--- config.mk ---
export PLATFORM = sky130hd
export DESIGN_NAME = ring_decode
export DESIGN_NICKNAME = d
export VERILOG_FILES = /design/src/rtl/ring_decode.sv
export SDC_FILE = /design/constraint.sdc
export NUM_CORES = 1
export LEC_CHECK = 0
export ABC_AREA = 1
export CAP_MARGIN = 20
export CORE_ASPECT_RATIO = 0.5
export CORE_MARGIN = 3
export CORE_UTILIZATION = 50
export CTS_BUF_LIST = sky130_fd_sc_hd__clkbuf_8
export DETAILED_ROUTE_END_ITERATION = 12
export DONT_BUFFER_PORTS = 1
export GPL_ROUTABILITY_DRIVEN = 0
export PLACE_DENSITY_LB_ADDON = 0.05
export SLEW_MARGIN = 20
export SYNTH_ARGS = -nofsm -noshare
export SYNTH_HDL_FRONTEND = slang
export SYNTH_SLANG_ARGS = --single-unit
export TNS_END_PERCENT = 20
--- constraint.sdc ---
create_clock -name clk -period 3.69 [get_ports clk]
set_clock_uncertainty 0.2 [all_clocks]
set_input_delay 0.738 -clock clk [delete_from_list [all_inputs] [get_ports clk]]
set_output_delay 0.738 -clock clk [all_outputs]
set_load 0.03 [all_outputs]
--- src/rtl/ring_decode.sv ---
// One-hot ring decoder/checker: hunts for a one-hot word, confirms LOCK_CNT
// correct MSB->LSB rotations, then reports the hot-bit index and rotation errors.
module ring_decode #(
  parameter int WIDTH    = 4,
  parameter int LOCK_CNT = 2,
  parameter int ERR_W    = 8
) (
  input  logic                     clk,
  input  logic                     clr,
  input  logic [WIDTH-1:0]         ring_in,
  input  logic                     ring_vld,
  input  logic                     err_clr,
  output logic [$clog2(WIDTH)-1:0] idx,
  output logic                     idx_vld,
  output logic                     wrap,
  output logic                     locked,
  output logic                     err_pulse,
  output logic [ERR_W-1:0]         err_cnt
);
  localparam int IW = $clog2(WIDTH);

  typedef enum logic [1:0] {S_HUNT, S_CHECK, S_LOCK} state_t;

  state_t           state, state_d;
  logic [WIDTH-1:0] prev, prev_d;
  logic [3:0]       mcnt, mcnt_d;
  logic [IW-1:0]    idx_d, pos;
  logic             idx_vld_d, wrap_d, err_d;
  logic             one_hot;
  logic [WIDTH-1:0] expected;

  // x & (x-1) clears the lowest set bit; zero result means at most one bit set
  assign one_hot  = (ring_in != '0) && ((ring_in & (ring_in - WIDTH'(1))) == '0);
  assign expected = {prev[0], prev[WIDTH-1:1]};

  always_comb begin
    pos = '0;
    for (int i = 0; i < WIDTH; i++)
      if (ring_in[i]) pos = IW'(i);
  end

  always_comb begin
    state_d   = state;
    prev_d    = prev;
    mcnt_d    = mcnt;
    idx_d     = idx;
    idx_vld_d = 1'b0;
    wrap_d    = 1'b0;
    err_d     = 1'b0;
    if (ring_vld) begin
      unique case (state)
        S_HUNT: begin
          if (one_hot) begin
            prev_d  = ring_in;
            mcnt_d  = '0;
            state_d = S_CHECK;
          end
        end
        S_CHECK: begin
          if (!one_hot) begin
            state_d = S_HUNT;
          end else if (ring_in == expected) begin
            mcnt_d = mcnt + 4'd1;
            prev_d = ring_in;
            if (mcnt + 4'd1 == 4'(LOCK_CNT)) begin
              state_d   = S_LOCK;
              idx_d     = pos;
              idx_vld_d = 1'b1;
              wrap_d    = (pos == IW'(WIDTH-1));
            end
          end else begin
            prev_d = ring_in;
            mcnt_d = '0;
          end
        end
        S_LOCK: begin
          if (one_hot && ring_in == expected) begin
            prev_d    = ring_in;
            idx_d     = pos;
            idx_vld_d = 1'b1;
            wrap_d    = (pos == IW'(WIDTH-1));
          end else begin
            // the breaking sample is discarded; the next one-hot word restarts the hunt
            err_d   = 1'b1;
            state_d = S_HUNT;
          end
        end
        default: state_d = S_HUNT;
      endcase
    end
  end

  always_ff @(posedge clk or negedge clr) begin
    if (!clr) begin
      state     <= S_HUNT;
      prev      <= '0;
      mcnt      <= '0;
      idx       <= '0;
      idx_vld   <= 1'b0;
      wrap      <= 1'b0;
      locked    <= 1'b0;
      err_pulse <= 1'b0;
      err_cnt   <= '0;
    end else begin
      state     <= state_d;
      prev      <= prev_d;
      mcnt      <= mcnt_d;
      idx       <= idx_d;
      idx_vld   <= idx_vld_d;
      wrap      <= wrap_d;
      locked    <= (state_d == S_LOCK);
      err_pulse <= err_d;
      if (err_clr)
        err_cnt <= '0;
      else if (err_d && err_cnt != '1)
        err_cnt <= err_cnt + ERR_W'(1);
    end
  end

endmodule

==> Yosys cells after proc, flatten, opt, wreduce, memory -nomap -nowiden <==
Index checks and enable logic that the tools add are counted.
{ "classes": {"add_sub_neg": 3, "n_eq_ne": 13, "muxes": 39, "bitwise_logic": 1, "reduce_logical": 14} }
{ "ops": {"columns": ["op", "n"], "rows": [
  ["2-bit 2-to-1 mux", 12],
  ["4-bit 2-to-1 mux", 5],
  ["8-bit 2-to-1 mux", 2],
  ["4-bit one-hot mux with 2 select lines", 2],
  ["1-bit 2-to-1 mux", 14],
  ["2-bit != test (second input constant)", 5],
  ["8-bit by 1-bit adder with 8-bit output (second input constant)", 1],
  ["8-bit != test (second input constant)", 1],
  ["4-bit AND reduction", 2],
  ["2-bit nonzero test", 4],
  ["2-bit equality test (second input constant)", 3],
  ["2-bit one-hot mux with 3 select lines", 1],
  ["6-bit AND reduction", 1],
  ["4-bit by 1-bit adder with 4-bit output (second input constant)", 1],
  ["4-bit bitwise AND", 1],
  ["4-bit by 2-bit equality test with 1-bit output (second input constant)", 1],
  ["4-bit equality test", 1],
  ["4-bit logical NOT", 1],
  ["1-bit one-hot mux with 2 select lines", 2],
  ["2-bit one-hot mux with 2 select lines", 1],
  ["4-bit nonzero test", 1],
  ["4-bit by 1-bit subtractor with 4-bit output (second input constant)", 1],
  ["1-bit logical AND", 3],
  ["2-bit by 1-bit equality test with 1-bit output (second input constant)", 1],
  ["other kinds (3)", 3]
]} }
{ "word_totals": {"reg_bits": 24, "input_bits": 8, "out_inout_bits": 14, "wordCells": 79} }

==> Logic depth before layout (Yosys ltp) <==
{ "logic_depth": {"depth_word": 11, "depth_mapped": 13} }

==> Least setup slack after synthesis <==
No wires, ideal clock.
{ "synth_timing": {"path_type": "input to register", "start": "input port ring_in[3]", "end": "register idx[1]", "setup_time_ns": 0.123, "arrival_ns": 1.551, "required_time_ns": 3.367, "setup_slack_ns": 1.817, "path_stages": 8, "path_buffers": 0, "cell_sequence": "xnor2_1 > nand2_1 > nor2_4 > nand2_4 > a21oi_1 > nand2_1 > nand2_1 > o21ai_1"} }
{ "synth_between": {"elab_chain_len": 7} }
{ "synth_lines": {"columns": ["element", "line", "text"], "rows": [
  ["start, declared", "10", "input logic [WIDTH-1:0] ring_in,"],
  ["4-bit by 1-bit subtractor with 4-bit output", "33", "assign one_hot = (ring_in != '0) && ((ring_in & (ring_in - WIDTH'(1))) == '0);"],
  ["4-bit bitwise AND", "33", null],
  ["4-bit logical NOT", "33", null],
  ["1-bit logical AND", "33", null],
  ["1-bit logical AND", "77", "if (one_hot && ring_in == expected) begin"],
  ["2-bit != test (no source line)", null, null],
  ["6-bit AND reduction (no source line)", null, null],
  ["end signal, assigned", "108", "idx <= idx_d;"],
  ["end, declared", "13", "output logic [$clog2(WIDTH)-1:0] idx,"]
]} }
Parallel ways exist; a longest one is shown, timed or not. The select of a mux whose other input is x is not followed.
A chain may end at the register's enable or synchronous reset.

==> Final worst setup path <==
{ "layout_timing": {"start": "register err_cnt[1]", "end": "register err_cnt[7]"} }
{ "layout_between": {"elab_chain_len": 3} }
{ "layout_lines": {"columns": ["element", "line", "text"], "rows": [
  ["start, declared", "18", "output logic [ERR_W-1:0] err_cnt"],
  ["start signal, assigned", "116", "err_cnt <= err_cnt + ERR_W'(1);"],
  ["8-bit by 1-bit adder with 8-bit output / 8-bit != test (equally long branches)", "116, 115", null],
  ["8-bit 2-to-1 mux / 1-bit logical AND (equally long branches)", "115", "else if (err_d && err_cnt != '1)"],
  ["8-bit 2-to-1 mux / 2-bit nonzero test (equally long branches)", null, null]
]} }
Parallel ways exist; a longest one is shown, timed or not. The select of a mux whose other input is x is not followed.

==> results by group <==
GRT
  – Initial antenna violation count: 0
  – Largest net degree at the start of global routing: 25
  – First-pass GRT wire length: 4890 um
  – GRT Util Overall: 17.7%
  – Vias in the first global route: 1101
  – Gr ovfl total: 0

Setup path
  – Worst path arrival time: 1.94 ns
  – WP buf/inv: 1
  – Crit Path Class: flip-flop to flip-flop
  – Reg2Reg Depth: 9
  – Critical path's largest stage delay: 0.60 ns
  – FF-to-FF Start: err_cnt[1]
  – Worst path top cell family by delay: simple AND/OR/NAND/NOR gates
  – Worst reg2reg endpoint: err_cnt[7]
  – Critical Path, Cell by Cell: ha_1 > nand2_1 > nor2_1 > nand3_1 > nand4_2 > nand2_4 > inv_4 > nand2_1 > nand2_1
  – Crit end category: flip-flop
  – CP required: 3.70 ns
  – Reg2reg setup slack: 1.76 ns
  – Crit Path Max Fanout: 10
  – Critical Path Most Common Cell: nand2_1
  – Crit-path slowest cell: dfrtp_1
  – Startpoint class of the critical path: flip-flop

Synthesis
  – Most common cell in the netlist: nand2_1
  – Synth Cell Area: 1470 um^2
  – Yosys warnings: 0
  – Yosys reg bits: 24
  – Syn avg cell area: 7.67 um^2
  – Yosys top cell area share: 40.8%
  – Async SR Flop Fraction: 100%
  – Post-synthesis sequential area ratio: 40.8%
  – Top cells by area, synth: dfrtp_1, nand2_1, ha_1
  – Area leader, netlist: dfrtp_1
  – Gate Count Post-Synth: 192
  – Post-Synthesis Net Count: 207
  – Main synth FF type: dfrtp_1
  – Post-synth EDFFs: 0
  – Synth cell types: 26
  – Top cells by count, synth: nand2_1, dfrtp_1, nor2_1

Place
  – Post-DP HPWL: 2220 um
  – PortBufs: 0
  – Placed Instances: 228

Final layout
  – Final nets: 212
  – Non-filler instance count after layout: 233
  – N_diodes: 0
  – Ratio of cells with drive above 1 in the final layout: 10.7%
  – Layout area overhead: 9.01%

Route
  – Drt drc: 0
  – Post-detailed-route count of antenna-violating nets: 0
  – Drt first pass iters: 4
  – Total number of vias: 1167
  – First DRT Iteration DRCs: 53
  – Via-per-instance ratio: 5.01
  – Avg WL per Cell: 12.1 um
  – Final wirelength: 2830 um

Power
  – P_int: 486 uW
  – Psw: 215 uW
  – Switching share of power: 30.7%
  – Max VDD drop: 0.217 mV
  – Gate power share: 21.1%
  – P_leak: 0.000818 uW
  – Part of the power in registers: 46.0%
  – Clk pwr share: 33.0%
  – Total power divided by cell area: 436 nW/um^2

Timing
  – Slew Limit Fails: 0
  – Fin crit share: 52.4%
  – Final TNS setup: 0 ns
  – Max Fclk: 517 MHz
  – RSZ-0062 raised after global routing: false
  – Final count of negative-setup-slack endpoints: 0
  – Worst slew pin tran: 0.477 ns
  – Hold Violations, Final: 0
  – Final min period: 1.93 ns
  – Worst slew margin: 68.2%

Clock tree
  – TritonCTS clock tree: done
  – Reg clk slew, reported paths: 0.09 ns
  – Num CTS Buffers: 3
  – Post-CTS sizing: 0
  – Root Buffer: clkbuf_8
  – Clock Tree Buf Depth: 2
  – # clock sinks: 24
  – Total setup buffers inserted after CTS: 0
  – Clk_lat worst skew: 0.26 ns
  – H-Tree Level Count: 1

Die
  – Initial Utilization: 54.5%
  – Die W: 82.8 um
  – Chip height: 44.4 um
  – Core box area: 2700 um^2
  – Die area: 3670 um^2
  – IO Pins: 22
  – FP Rows: 13

Worst hold path
  – Hold Path Class: primary input to async pin

Run
  – Total of max-cap violations: 0

Outcome
  – Status: complete, no violations
cell families (layout without fill, tap and decap cells):
family	Yosys count	after routing	share of synthesized area, %
flip-flops	24	24	40.8
AO/OA/AOI/OAI	16	16	6.71
XOR/XNOR	9	9	5.35
adder cells (fa/ha/maj)	7	7	5.95
buffers and inverters	26	30	7.05
AND/OR/NAND/NOR	110	110	34.2
power by group through the flow:
stage                     Sequential (uW)  Combinational [uW]  Clock [uW]
after floorplan                       321                 119           0
after global placement                326                 138           0
after detailed placement              328                 141           0
after CTS                             322                 150         239
after global routing                  326                 171         249
final                                 322                 147         231
worst max path at each step:
stage	start	end	depth (start not counted)
after global routing	err_cnt[1]	err_cnt[5]	9
after detailed placement	ring_in[2]	idx[0]	8
after global placement	ring_in[2]	idx[1]	8
after CTS	err_cnt[1]	err_cnt[7]	9
after floorplan	ring_in[3]	idx[1]	8
final	err_cnt[1]	err_cnt[7]	9
routing by layer:
metal	up-vias	share of wire, %	track usage (%)
li1	605	-	-
met4	0	0.28	1.95
met5	-	0	0
met3	2	5.6	7.11
met2	20	45	28.2
met1	540	49	23.7
repair_timing:
item / 4_1_cts / 5_1_grt
hold buffers: 1 / 0
endpoints found under the hold margin: 24 / 0
endpoints found under the setup margin: 0 / 0
cell usage in the layout, fill, tap and decap left out, drive strengths merged, types with 4 or more instances in the layout:
master,count
o21ai,10
inv,24
nand3,14
xnor2,5
xor2,4
a21oi,4
nand2,69
nor2,20
dfrtp,24
ha,7
state kept, by name, indices dropped and copies added (netlist names):
signal     cells
locked         1
err_pulse      1
err_cnt        8
wrap           1
idx            2
state          2
idx_vld        1
mcnt           4
prev           4
per-stage QoR:
step	instance area, um^2	util [%]	worst slack, ns	total power (uW)	hold WS [ns]
2_1_floorplan	1470	-	1.82	440	0.242
3_3_place_gp	1510	56.1	1.64	465	0.243
3_5_place_dp	1510	56.1	1.62	469	0.243
4_1_cts	1610	59.5	1.73	711	0.0691
5_1_grt	1610	59.5	1.56	746	0.0659
6_report	1610	59.5	1.76	700	0.0674
layout make-up:
cell class              instances  area [um^2]
repair buffers                  1         20.0
clock buffers                   3         41.3
clock inverters                 1         30.0
flip-flops and latches         24          601
multi-input cells             142          768
inverters                      25         98.8
well taps                      37         46.3
fillers                       246         1090
(Power assumes the default switching activity.)
